## config.mk

```make
export PLATFORM = sky130hd
export DESIGN_NAME = instr_loader_flat
export DESIGN_NICKNAME = d
export VERILOG_FILES = /design/src/rtl/instr_loader_pkg.sv /design/src/rtl/instr_loader_if.sv /design/src/rtl/instr_packer.sv /design/src/rtl/instr_loader.sv /design/src/flat_wrapper.sv
export SDC_FILE = /design/constraint.sdc
export NUM_CORES = 1
export LEC_CHECK = 0
export ABC_AREA = 0
export CORE_ASPECT_RATIO = 0.5
export CORE_MARGIN = 1
export CORE_UTILIZATION = 31
export CTS_CLUSTER_SIZE = 16
export DETAILED_ROUTE_END_ITERATION = 8
export PLACE_DENSITY = 0.65
export RECOVER_POWER = 100
export SLEW_MARGIN = 20
export SYNTH_ARGS = -nofsm -noshare
export SYNTH_HDL_FRONTEND = slang
export SYNTH_SLANG_ARGS = --single-unit
export TNS_END_PERCENT = 5
```

## constraint.sdc

```tcl
create_clock -name clk -period 1.89 [get_ports clk]
set_clock_uncertainty 0.1 [all_clocks]
set_input_delay 0.378 -clock clk [delete_from_list [all_inputs] [get_ports clk]]
set_output_delay 0.378 -clock clk [all_outputs]
set_load 0.02 [all_outputs]
```

## src/rtl/instr_loader_pkg.sv

```systemverilog
// Shared constants and FSM state type for the instruction loader and its packer.
package instr_loader_pkg;

    localparam logic [1:0]  OP_DP     = 2'b00;
    localparam logic [1:0]  OP_MEM    = 2'b01;
    localparam logic [1:0]  OP_BR     = 2'b10;
    localparam logic [1:0]  OP_ILL    = 2'b11;

    localparam logic [31:0] HALT_WORD = 32'hEAFF_FFFE;
    localparam logic [3:0]  COND_AL   = 4'hE;

    typedef enum logic [1:0] {
        IDLE,
        LOAD,
        HALT,
        DONE
    } state_t;

endpackage

```

## src/rtl/instr_loader_if.sv

```systemverilog
// Field-level instruction request channel from the boot/self-test sequencer to the loader.
interface instr_loader_if;
    logic        req_valid;
    logic        req_ready;
    logic [1:0]  req_op;
    logic [3:0]  req_cond;
    logic [5:0]  req_funct;
    logic [3:0]  req_rn;
    logic [3:0]  req_rd;
    logic [11:0] req_src2;
    logic [23:0] req_imm24;

    modport master (
        output req_valid, req_op, req_cond, req_funct, req_rn, req_rd, req_src2, req_imm24,
        input  req_ready
    );

    modport slave (
        input  req_valid, req_op, req_cond, req_funct, req_rn, req_rd, req_src2, req_imm24,
        output req_ready
    );
endinterface

```

## src/rtl/instr_packer.sv

```systemverilog
// Combinational field-to-word packer for ARM data-proc, memory and branch encodings.
module instr_packer
    import instr_loader_pkg::*;
(
    input  logic [1:0]  op,
    input  logic [3:0]  cond,
    input  logic [5:0]  funct,
    input  logic [3:0]  rn,
    input  logic [3:0]  rd,
    input  logic [11:0] src2,
    input  logic [23:0] imm24,
    output logic [31:0] word,
    output logic        illegal
);

    always_comb begin
        // Branch keeps only the link bit from funct; everything else packs verbatim.
        if (op == OP_BR) word = {cond, OP_BR, 1'b1, funct[4], imm24};
        else             word = {cond, op, funct, rn, rd, src2};
    end

    assign illegal = (op == OP_ILL);

endmodule

```

## src/rtl/instr_loader.sv

```systemverilog
// Packs field requests into instruction words, writes them to imem and closes each program with a halt.
// Optional build macro: INSTR_LOADER_CHECK_EN (drop op=11 requests and flag err_illegal).
module instr_loader
    import instr_loader_pkg::*;
#(
    parameter int DEPTH  = 64,
    parameter int ADDR_W = $clog2(DEPTH)
) (
    input  logic              clk,
    input  logic              reset,
    input  logic              load_start,
    input  logic              load_end,
    instr_loader_if.slave     req,
    output logic              imem_we,
    output logic [ADDR_W-1:0] imem_addr,
    output logic [31:0]       imem_wdata,
    output logic [ADDR_W:0]   word_count,
    output logic              done,
    output logic              full,
    output logic              err_illegal
);

    state_t      state, state_n;
    logic        hpend, hpend_n;
    logic        acc, ill, wr_req;
    logic        do_req, do_halt, restart;
    logic [31:0] pk_word;

    instr_packer u_pack (
        .op      (req.req_op),
        .cond    (req.req_cond),
        .funct   (req.req_funct),
        .rn      (req.req_rn),
        .rd      (req.req_rd),
        .src2    (req.req_src2),
        .imm24   (req.req_imm24),
        .word    (pk_word),
        .illegal (ill)
    );

    assign full          = (word_count == (ADDR_W+1)'(DEPTH));
    assign req.req_ready = (state == LOAD) && !full;
    assign done          = (state == DONE);
    assign acc           = req.req_valid && req.req_ready;

`ifdef INSTR_LOADER_CHECK_EN
    assign wr_req = acc && !ill;
`else
    logic unused_ill;
    assign wr_req     = acc;
    assign unused_ill = ill;
`endif

    always_ff @(posedge clk) begin
        if (reset) begin
            state <= IDLE;
            hpend <= 1'b0;
        end else begin
            state <= state_n;
            hpend <= hpend_n;
        end
    end

    always_comb begin
        state_n = state;
        hpend_n = hpend;
        do_req  = 1'b0;
        do_halt = 1'b0;
        restart = 1'b0;
        case (state)
            IDLE: begin
                if (load_start) begin
                    restart = 1'b1;
                    state_n = LOAD;
                end
            end
            LOAD: begin
                if (load_start) begin
                    restart = 1'b1;
                end else begin
                    do_req = wr_req;
                    if (load_end) begin
                        if (full) begin
                            state_n = DONE;
                        end else if (acc) begin
                            // Request word goes out first; halt follows next cycle.
                            state_n = HALT;
                            hpend_n = 1'b1;
                        end else begin
                            do_halt = 1'b1;
                            state_n = HALT;
                            hpend_n = 1'b0;
                        end
                    end
                end
            end
            HALT: begin
                if (load_start) begin
                    restart = 1'b1;
                    state_n = LOAD;
                end else if (hpend && !full) begin
                    do_halt = 1'b1;
                    hpend_n = 1'b0;
                end else begin
                    state_n = DONE;
                end
            end
            DONE: begin
                if (load_start) begin
                    restart = 1'b1;
                    state_n = LOAD;
                end
            end
            default: state_n = IDLE;
        endcase
    end

    always_ff @(posedge clk) begin
        if (reset) begin
            imem_we     <= 1'b0;
            imem_addr   <= '0;
            imem_wdata  <= '0;
            word_count  <= '0;
            err_illegal <= 1'b0;
        end else begin
            imem_we <= do_req || do_halt;
            if (do_req || do_halt) begin
                imem_addr  <= word_count[ADDR_W-1:0];
                imem_wdata <= do_req ? pk_word : HALT_WORD;
            end
            if (restart)                word_count <= '0;
            else if (do_req || do_halt) word_count <= word_count + 1'b1;
`ifdef INSTR_LOADER_CHECK_EN
            if (restart)         err_illegal <= 1'b0;
            else if (acc && ill) err_illegal <= 1'b1;
`else
            err_illegal <= 1'b0;
`endif
        end
    end

endmodule

```

## src/flat_wrapper.sv

```systemverilog
// flat-port wrapper written by rule: the top's interface ports become plain ports
module instr_loader_flat import instr_loader_pkg::*;
#(
    parameter int DEPTH  = 64,
    parameter int ADDR_W = $clog2(DEPTH)
)
  (clk, reset, load_start, load_end, imem_we, imem_addr, imem_wdata, word_count, done, full, err_illegal, req_req_valid, req_req_op, req_req_cond, req_req_funct, req_req_rn, req_req_rd, req_req_src2, req_req_imm24, req_req_ready);
  instr_loader_if req_i ();
  input  logic clk;
  input  logic reset;
  input  logic load_start;
  input  logic load_end;
  output logic imem_we;
  output logic [ADDR_W-1:0] imem_addr;
  output logic [31:0] imem_wdata;
  output logic [ADDR_W:0] word_count;
  output logic done;
  output logic full;
  output logic err_illegal;
  input wire logic [$bits(req_i.req_valid)-1:0] req_req_valid;
  input wire logic [$bits(req_i.req_op)-1:0] req_req_op;
  input wire logic [$bits(req_i.req_cond)-1:0] req_req_cond;
  input wire logic [$bits(req_i.req_funct)-1:0] req_req_funct;
  input wire logic [$bits(req_i.req_rn)-1:0] req_req_rn;
  input wire logic [$bits(req_i.req_rd)-1:0] req_req_rd;
  input wire logic [$bits(req_i.req_src2)-1:0] req_req_src2;
  input wire logic [$bits(req_i.req_imm24)-1:0] req_req_imm24;
  output wire logic [$bits(req_i.req_ready)-1:0] req_req_ready;
  assign req_i.req_valid = req_req_valid;
  assign req_i.req_op = req_req_op;
  assign req_i.req_cond = req_req_cond;
  assign req_i.req_funct = req_req_funct;
  assign req_i.req_rn = req_req_rn;
  assign req_i.req_rd = req_req_rd;
  assign req_i.req_src2 = req_req_src2;
  assign req_i.req_imm24 = req_req_imm24;
  assign req_req_ready = req_i.req_ready;
  instr_loader #(.DEPTH(DEPTH), .ADDR_W(ADDR_W)) u_core (.clk(clk), .reset(reset), .load_start(load_start), .load_end(load_end), .req(req_i), .imem_we(imem_we), .imem_addr(imem_addr), .imem_wdata(imem_wdata), .word_count(word_count), .done(done), .full(full), .err_illegal(err_illegal));
endmodule
```

---- Word level (Yosys, flattened, before mapping) ----
Cells that the tools add are included.
storage, ports and cells
  logic and storage cells ................. 58
  register bits after elaboration ......... 49
  output and inout bits ................... 50
  input bits .............................. 61
operators by class
  multiplexer cells ....................... 27
  eq/ne operators ......................... 12
  $add $sub $neg .......................... 1
  reductions and logical operators ........ 12
operators by type and width
  operator                                                         number
  32-bit two-way mux                                               1
  28-bit two-way mux                                               1
  1-bit two-way mux                                                17
  2-bit two-way mux                                                5
  2-bit != test, second input constant                             4
  7-bit by 1-bit adder with 7-bit output, second input constant    1
  7-bit == test, second input constant                             1
  2-bit == test, second input constant                             3
  2-bit case mux with 3 select lines                               1
  6-bit AND reduction                                              1
  2-bit by 1-bit != test with 1-bit output, second input constant  2
  1-bit case mux with 2 select lines                               2
  4-bit AND reduction                                              1
  2-bit OR reduction                                               2
  4-bit OR reduction                                               1
  1-bit logical AND                                                3
  3-bit != test, second input constant                             1
  2-bit by 1-bit == test with 1-bit output, second input constant  1
  2-bit zero test                                                  1
  2-bit nonzero test                                               1
  1-bit zero test                                                  1
  1-bit logical OR                                                 1

---- Depth between registers and ports, before layout ----
  word-level depth ........................ 10
  mapped depth ............................ 8

---- Cells and area by module ----
From an unflattened synthesis, not the netlist that was laid out.
unflattened totals
  cell total of the unflattened synthesis .. 289
  area total of the unflattened synthesis .. 2547.4 µm²
modules (own cells, without submodules)
  module        area each (µm²)  cells an instance  sequential area each (µm²)  times used
  instr_loader  2077.0           252                980.9                       1
  instr_packer  470.5            37                 0.0                         1

---- Least setup slack after synthesis ----
Ideal clock, no wire load.
  path type ............................... register -> register
  from .................................... reg u_core.state[0]
  to ...................................... reg u_core.word_count[4]
  path buffers ............................ 0
  setup slack ............................. -0.117 ns
  data required time ...................... 1.675 ns
  cell stages (with the launch flop) ...... 6
  library setup time ...................... 0.115 ns
  clock period less this slack ............ 2.007 ns
  arrival time ............................ 1.792 ns
  cell sequence ........................... dfxtp_1 > inv_1 > ha_1 > or4b_2 > and3_1 > o21a_1
between the ends
  word-level cells in the longest chain between the ends .. 9
  elaborated cells between the ends (all ways) .. 12
RTL lines
  what                                      RTL line                                source
  start: declaration                        instr_loader.sv:23                      state_t state, state_n;
  start signal: assignment                  instr_loader.sv:59                      state <= state_n;
  2-bit by 1-bit == test with 1-bit output  instr_loader.sv:42, instr_loader.sv:70
  1-bit logical AND                         instr_loader.sv:42                      assign req.req_ready = (state == LOAD) && !full;
  1-bit logical AND                         instr_loader.sv:44                      assign acc = req.req_valid && req.req_ready;
  1-bit two-way mux                         instr_loader.sv:85                      end else if (acc) begin
  1-bit two-way mux                         instr_loader.sv:83                      if (full) begin
  1-bit two-way mux                         instr_loader.sv:82                      if (load_end) begin
  1-bit two-way mux                         instr_loader.sv:78                      if (load_start) begin
  1-bit case mux with 2 select lines        instr_loader.sv:70                      case (state)
  1-bit logical OR *                        instr_loader.sv:132                     else if (do_req || do_halt) word_count <= word_count + 1'b1;
  end signal: assignment                    instr_loader.sv:132
  end: declaration                          instr_loader.sv:17                      output logic [ADDR_W:0] word_count,
Mark *: on every way between the ends. The rest lies on a longest branch, timed or not.
A chain may end at the register's enable or synchronous reset.

---- Worst setup path after layout ----
  from .................................... reg u_core.word_count[5]
  to ...................................... out full
between the ends
  word-level cells in the longest chain between the ends .. 1
RTL lines
  what              RTL line            source
  7-bit == test     instr_loader.sv:41  assign full = (word_count == (ADDR_W+1)'(DEPTH));
  end: declaration  flat_wrapper.sv:18  output logic full;
No other way between the ends.

==> flow_summary.json <==
{
  "crit_path_class": "flip-flop to output pin",
  "std_cell_rows": 22,
  "die-area_um2": 8120,
  "cts.repair_timing.setup_buffer_count": 0,
  "route.detailed.vias_per_inst": 5.00,
  "timing.fmax_mhz": 492,
  "post_drt_wl_per_cell_um": 15.5,
  "layout-drive-gt1-share": 0.272,
  "grt_util_all_layers": 0.180,
  "die-height_um": 64.2,
  "most-common-layout-cells": "sky130_fd_sc_hd__clkdlybuf4s50_1 (70), sky130_fd_sc_hd__dfxtp_1 (46), sky130_fd_sc_hd__dlygate4sd3_1 (34)",
  "timing.setup.tns_ns": -2.03,
  "antenna_found_initial": 0,
  "worst-slew-pin-transition_ns": 0.523,
  "maximum_number_of_pins_on_one_net_before_global_route_repair": 33,
  "worst_slew_margin_rel": 0.650,
  "fin_cells": 460,
  "placed_area_um2": 3850,
  "synth-edff-count": 0,
  "run_status": "finished, violations left",
  "ys.flop_type": "sky130_fd_sc_hd__dfxtp_1",
  "cap_viol_max_count": 0,
  "final_design_area_no_fill_um2": 4050,
  "worst_ep_required_time_ns": 1.41,
  "route.detailed.drc": 0,
  "crit_start_category": "flip-flop",
  "syn_area_um2": 2400,
  "drt-total-wl_um": 7140,
  "clock_latency_ns": 0.29,
  "rsz0062_at_grt": "true",
  "antenna_cells": 0,
  "start_util": 0.324,
  "grt.overflow.total": 0,
  "final_hold_viol_count": 0,
  "clock_sink_count": 49,
  "width_of_the_chip_um": 126,
  "cts_max_level": 2,
  "num-fill-cells": 637,
  "clockRootBuffer": "sky130_fd_sc_hd__clkbuf_16",
  "synth.net_count": 292,
  "floorplan.core_area_um2": 7400,
  "violations": "negative setup slack",
  "final.min_clock_period_ns": 2.03,
  "num-nets-final": 429,
  "synth_async_sr_flop_share": 0,
  "ys_seq_elements": 49,
  "min_period_over_period": 1.08,
  "drtAntennaViolNets": 0,
  "postSynthCellCount": 226,
  "hold_path.class": "flip-flop to flip-flop",
  "critical_path.endpoint_type": "output pin",
  "powerDensity_nw_per_um2": 848,
  "tritoncts": "done",
  "clock_tree.buffer_depth": 2,
  "synth.yosys.warnings": 0,
  "pin_count": 111,
  "drtIter0Drc": 57,
  "first_pass_iters": 4,
  "port_buffers": 109,
  "dpl.hpwl_um": 5380,
  "worst-endpoint-arrival_ns": 1.56,
  "detailroute.via_count": 2299,
  "synthToLayoutAreaGrowth_pct": 68.6,
  "slew_violations": 0,
  "ff2ff_setup_slack_ns": -0.08,
  "clkTransAtPathRegs_ns": 0.07,
  "dp.cells": 452,
  "postSynthAreaPerCell_um2": 10.6,
  "crit_path_max_fanout": 3,
  "report.final.setup_viol": 32,
  "timing.hold.ws_ns": 0.359,
  "mostFrequentLayoutCell": "sky130_fd_sc_hd__clkdlybuf4s50_1",
  "finalWeightedCongestion": 0.799,
  "leakagePower_uw": 0.00160,
  "total_clock_buffers_created_by_cts": 5,
  "grt_first_pass_wirelength_um": 11800,
  "finished_core_util": 0.547,
  "cts_hold_buf": 0,
  "ir_worst_vdd_v": 0.000370,
  "postLayoutSetupSlackWorst_ns": -0.145,
  "ys_types": 41,
  "grt_pass1_vias": 2484,
  "synth_seq_area_share": 0.409
}
[power breakdown]
group	internal [uW]	switching [uW]	leakage, uW	total, uW
Clock	661	389	0.0000831	1050
Combinational	619	546	0.00112	1170
Sequential	1150	66.3	0.000399	1220
Total	2430	1000	0.00160	3430
[what timing repair did]
item | in CTS | in global routing
setup endpoints to repair | 40 | 48
gates resized for setup | 21 | 10
pin swaps | 2 | 4
[metal layers]
metal  GRT usage  vias up  share of wire
met3      0.0293        4          0.018
met1       0.201     1150           0.42
met4      0.0361        0         0.0066
met5           0        -              0
met2       0.363       31           0.56
li1            -     1114              -
[path summary, 6_finish.rpt]
path / startpoint / to / cells after the start
max: u_core.word_count[5] / full / 4
min reg2reg: u_core.imem_addr[3] / u_core.imem_addr[3] / 2
max reg2reg: u_core.word_count[5] / u_core.imem_wdata[5] / 6
min: u_core.imem_addr[3] / u_core.imem_addr[3] / 2
[through the flow]
stage	power [uW]	setup WS [ns]
2_1_floorplan	1840	-0.0720
3_3_place_gp	2380	-0.313
3_5_place_dp	2410	-0.320
4_1_cts	3480	-0.136
5_1_grt	3610	-0.180
6_report	3430	-0.145
[layout make-up]
| type | count | area [um^2] | share of cell area |
|---|---|---|---|
| flip-flops and latches | 49 | 985 | 0.243 |
| clock buffers | 6 | 139 | 0.0343 |
| well taps | 96 | 120 | 0.0297 |
| inverters | 10 | 37.5 | 0.00927 |
| multi-input cells | 151 | 1320 | 0.327 |
| repair buffers | 146 | 1410 | 0.347 |
| clock inverters | 2 | 37.5 | 0.00927 |
[cells by family after synthesis]
group,synth area share
adders and majority gates,0.0261
DFF,0.409
buffers and inverters,0.0620
other,0.00156
muxes,0.162
AOI/OAI and AO/OA,0.232
and+or+nand+nor,0.108
[cell usage after synthesis (6+ instances only)]
cell type / instances / area share
sky130_fd_sc_hd__a21oi_1: 6 / 0.013
sky130_fd_sc_hd__mux2_2: 23 / 0.11
sky130_fd_sc_hd__nor2_1: 8 / 0.013
sky130_fd_sc_hd__buf_6: 6 / 0.028
sky130_fd_sc_hd__dfxtp_1: 49 / 0.41
sky130_fd_sc_hd__nand2_1: 28 / 0.044
sky130_fd_sc_hd__mux2i_1: 13 / 0.054
sky130_fd_sc_hd__clkbuf_1: 7 / 0.011
sky130_fd_sc_hd__o221a_2: 7 / 0.033
sky130_fd_sc_hd__o221a_1: 20 / 0.094
sky130_fd_sc_hd__inv_1: 9 / 0.014
[worst max-delay path: stages (launching register included)]
cell                      delay, ns
sky130_fd_sc_hd__dfxtp_2       0.32
sky130_fd_sc_hd__or4b_4        0.57
sky130_fd_sc_hd__buf_6         0.15
sky130_fd_sc_hd__nor2_4        0.10
sky130_fd_sc_hd__buf_6         0.13
[flip-flops by register name (all words and copies together) (netlist names)]
name               count
u_core.imem_we         1
u_core.word_count      7
u_core.state           2
u_core.imem_wdata     32
u_core.hpend           1
u_core.imem_addr       6
Note: power is estimated with default switching activity, not from simulation.
==> edit 1, RTL diff (same settings) <==
The 4 states of `state_t` get a one-hot encoding in 4 bits.
--- a/src/rtl/instr_loader_pkg.sv
+++ b/src/rtl/instr_loader_pkg.sv
@@ -10,9 +10,9 @@
     localparam logic [3:0]  COND_AL   = 4'hE;
 
-    typedef enum logic [1:0] {
-        IDLE,
-        LOAD,
-        HALT,
-        DONE
+    typedef enum logic [3:0] {
+        IDLE = 4'b0001,
+        LOAD = 4'b0010,
+        HALT = 4'b0100,
+        DONE = 4'b1000
     } state_t;
 
Behaviour: same outputs for any inputs over 10 cycles, from zero or initial values and one cycle with reset high; not proved beyond that.
==> edit 1 against the original RTL <==
- the flow finishes with violations (DRC, setup timing)
- highest routed layer unchanged
- synthesized cell count up 25%
- via count increased by 11%
- critical path type is now reg -> reg
- routed wire length grew 0.94%
- die area is 1.3% lower
- largest cell class unchanged
- area after synthesis down 1.3%
- sequential cell count up 2
- design area increased by 1.3%
- setup slack worse by 0.079 ns
Power is not compared: it rests on default switching activity, and its combinational part moved more than twofold at a synthesized area within 25%.
==> edit 1: results (changes against the original RTL) <==
status finished with violations; failing checks DRC, setup timing; Detailed Routing Iterations Pass 1 6 (+2); vias per cell 4.913 (-1.7%); Final setup viols 46 (+44%); Total GRT Usage 0.1800 (-0.0005312); xor and xnor area share after synthesis 0.01848 (+0.01848); Synth Area in Adders 0.01056 (-0.01550); DP Area 3780 µm² (-1.7%); final wirelength 7.207 mm (+0.94%); hpwl dp 5.205 mm (-3.2%); crit path DAT 2.21 ns (+0.65 ns); Worst Path Max Fanout 8 (+5); post-synthesis sequential area ratio 0.4308 (+0.02229); final worst slack -0.2237 ns (-0.07912 ns); syn_nets 346 (+18%); worst hold-check path type in -> reg; Iter 0 DRT Violations 163 (+190%); Area contributors post-synth dfxtp_1, a311oi_2, nand2_1; total negative slack -6.765 ns (-4.737 ns); Placed Instances 502 (+11%); met1 Usage GRT 0.2116 (+0.01059); CP Capture Point u_core.imem_wdata[7]; Commonest cells post-synth nand2_1, dfxtp_1, nor2_1; multiplexer share of the synthesized area 0 (-0.1621); met2 Use GR 0.3306 (-0.03201); pre-CTS WS -0.4464 ns (-0.1264 ns); share of cells above drive strength 1 0.2033 (-0.06867); number of global-route vias before repair 2,520 (+1.4%); DRC Markers 2 (+2); Synth Area in Compound Gates 0.2254 (-0.006443); first-pass GRT wire length 11.61 mm (-1.6%); Final #Nets 485 (+13%); via count 2,550 (+11%); leakage power 1.632 nW
[edit 1: area by class of cell]
class	instances	area [µm²]	area share
multi-input cells	206	1262	0.3080
clock inverters	2	15.01	0.003663
clock buffers	6	138.9	0.03388
well taps	96	120.1	0.02930
inverters	6	22.52	0.005495
repair buffers	152	1511	0.3687
flip-flops and latches	51	1028	0.2509
[edit 1: where the power goes]
group / leakage [nW] / switching (mW) / internal [mW]
clock network: 0.0774 / 0.402 / 0.531
logic: 1.14 / 0.143 / 0.190
registers: 0.413 / 0.00628 / 1.09
[edit 1: per-layer routing]
layer	part of all wire	vias to the layer above
li1	-	1254
met1	0.44	1197
met2	0.50	78
met3	0.043	21
met4	0.020	0
met5	0	-
[edit 1: worst min-delay path by stage]
| stage | startpoint | endpoint | slack (ns) | cells after the start |
|---|---|---|---|---|
| 2_1_floorplan | u_core.hpend | u_core.hpend | 0.35 | 2 |
| 3_3_place_gp | u_core.imem_addr[1] | u_core.imem_addr[1] | 0.35 | 2 |
| 3_5_place_dp | u_core.imem_addr[1] | u_core.imem_addr[1] | 0.35 | 2 |
| 4_1_cts | reset | u_core.state[3] | 0.24 | 2 |
| 5_1_grt | reset | u_core.state[3] | 0.24 | 2 |
| 6_report | reset | u_core.state[3] | 0.25 | 2 |
[edit 1: repair_timing]
action / CTS / global route
pin swaps: 11 / 3
setup buffers: 6 / 0
resized for setup: 29 / 8
gates cloned: 3 / 0
hold buffers: 0 / 0
endpoints found under the setup margin: 49 / 53
[edit 1: critical path, stage by stage (launching register included)]
cell and delay [ns]:
dfxtp_4 0.34, or4b_4 0.54, buf_6 0.14, nor3_4 0.21
o21a_4 0.24, buf_12 0.13, buf_16 0.10, nor2_1 0.04
a311oi_2 0.18
==> edit 2, RTL diff (config.mk and constraints unchanged) <==
Without the edit above. Add a define of `INSTR_LOADER_CHECK_EN`.
--- a/src/rtl/instr_loader.sv
+++ b/src/rtl/instr_loader.sv
@@ -1,4 +1,6 @@
 // Packs field requests into instruction words, writes them to imem and closes each program with a halt.
 // Optional build macro: INSTR_LOADER_CHECK_EN (drop op=11 requests and flag err_illegal).
+`define INSTR_LOADER_CHECK_EN
+
 module instr_loader
     import instr_loader_pkg::*;
Check against the original RTL: not equivalent (Yosys sat finds a counterexample within 4 cycles, from zero or initial values and one cycle with reset high).
==> edit 2 against the original RTL <==
- the run still ends with setup timing left
- register-to-register slack better by 0.03 ns
- design area hardly changed
- sequential cell count is 1 higher
- area after synthesis is 5.7% lower
- routed wire length is 7.2% higher
- final cell count is 10% higher
- total power is 8.0% lower
- combinational power is 19% lower
- critical path depth is 5 higher
- setup slack better by 0.092 ns
- largest cell class unchanged
==> edit 2: results (changes against the original RTL) <==
post-synthesis sequential area ratio 0.4422 (+0.03369); Commonest cells post-synth nand2_1, dfxtp_1, nor2_1; startpoint types register; largest stage delay on the critical path 0.37 ns (-0.20 ns); largest net degree at the start of global routing 36 (+9.1%); Post-Syn Instances 276 (+22%); status finished with violations; CP Capture Point u_core.imem_wdata[7]; total net switching power 0.8872 mW (-11%); Distinct cells, synth 39 (-4.9%); Final setup viols 13 (-59%); vias per cell 4.939 (-1.2%); comb_multi_in 200 (+32%); failing checks setup timing; Iter 0 DRT Violations 219 (+280%); leakage power 1.523 nW (-4.7%); syn_nets 342 (+17%); Worst Path Max Fanout 8 (+5); Peak VDD IR 0.5111 mV (+38%); Pint 2.271 mW (-6.6%); gp weighted congestion 0.8201 (+2.7%); Worst-Margin Slew 0.4315 ns (-0.09142 ns); slowest cell on the critical path dfxtp_4; clk cell area share 0.04205 (-0.001533); Placed Instances 491 (+8.6%); share of cells above drive strength 1 0.1971 (-0.07486); family with the most delay on the worst path compound AO/OA/AOI/OAI gates; pre-CTS WS -0.3460 ns (-0.02602 ns); Port Buffers 110 (+0.92%); bufs w/o clock 152 (+4.1%); P_clk 1.01 mW (-4%); sequential share of cell area 0.2492 (+0.005951); hpwl dp 5.355 mm (-0.42%); Total GRT Usage 0.1943 (+0.01384); FF-to-FF path depth 9 (+3); WL/cell 15.06 µm (-3.0%); via count 2,509 (+9.1%); # fillers 592 (-7.1%); multi-input combinational area share 0.2996 (-0.02711); Seq cells 50 (+2.0%); R2R Path Start u_core.state[1]; final worst slack -0.05294 ns (+0.09159 ns); P_comb 0.953 mW (-19%); inverters 6 (-4); Area contributors post-synth dfxtp_1, nand2_1, a311oi_1
-- edit 2: cell types whose count changed in the layout (fill, tap and decap cells not counted), sizes merged, moves of 23 or more --
cell,before,now
nand2,28,69
dlygate4sd3,34,0
nor2,8,42
clkdlybuf4s50,70,103
o221a,27,0
a311oi,0,24
mux2,23,0
-- edit 2: per-layer routing --
| metal | routed length, µm | track usage | share of wire | vias up |
|---|---|---|---|---|
| met2 | 4010 | 0.3617 | 0.52 | 67 |
| met3 | 348 | 0.03102 | 0.045 | 2 |
| met1 | 3270 | 0.2330 | 0.43 | 1215 |
| met5 | 0 | 0 | 0 | - |
| li1 | - | - | - | 1225 |
| met4 | 23 | 0.04268 | 0.0030 | 0 |
-- edit 2: how the worst min path moves through the flow --
stage                          endpoint  slack (ns)  cells after the start
finish              u_core.imem_addr[0]        0.36                      2
global route        u_core.imem_addr[4]        0.40                      2
CTS                 u_core.imem_addr[0]        0.37                      2
detailed placement  u_core.imem_addr[0]        0.35                      2
global placement    u_core.imem_addr[1]        0.35                      2
floorplan                  u_core.hpend        0.38                      2
-- edit 2: stage by stage --
step / cell area [µm²] / hold slack (ns) / setup TNS, ns
after detailed placement: 3645 / 0.3521 / -11.51
after floorplan: 2263 / 0.3761 / 0
after CTS: 3847 / 0.3653 / -0.8006
final: 4046 / 0.3598 / -0.2658
after global placement: 3645 / 0.3477 / -7.906
after global routing: 4046 / 0.3962 / -2.619
-- edit 2: cells by family after synthesis --
kind of cell    synth area share
fa+ha+maj                0.02764
xor+xnor                0.007740
flops                     0.4422
compound gates            0.2090
buf+inv                  0.06412
simple gates              0.2493
-- edit 2: what timing repair did --
action / in CTS / in global routing
setup endpoints to repair: 41 / 49
setup buffers: 0 / 5
hold buffers: 0 / 0
gates resized for setup: 14 / 29
pin swaps: 5 / 26
cloned: 1 / 3
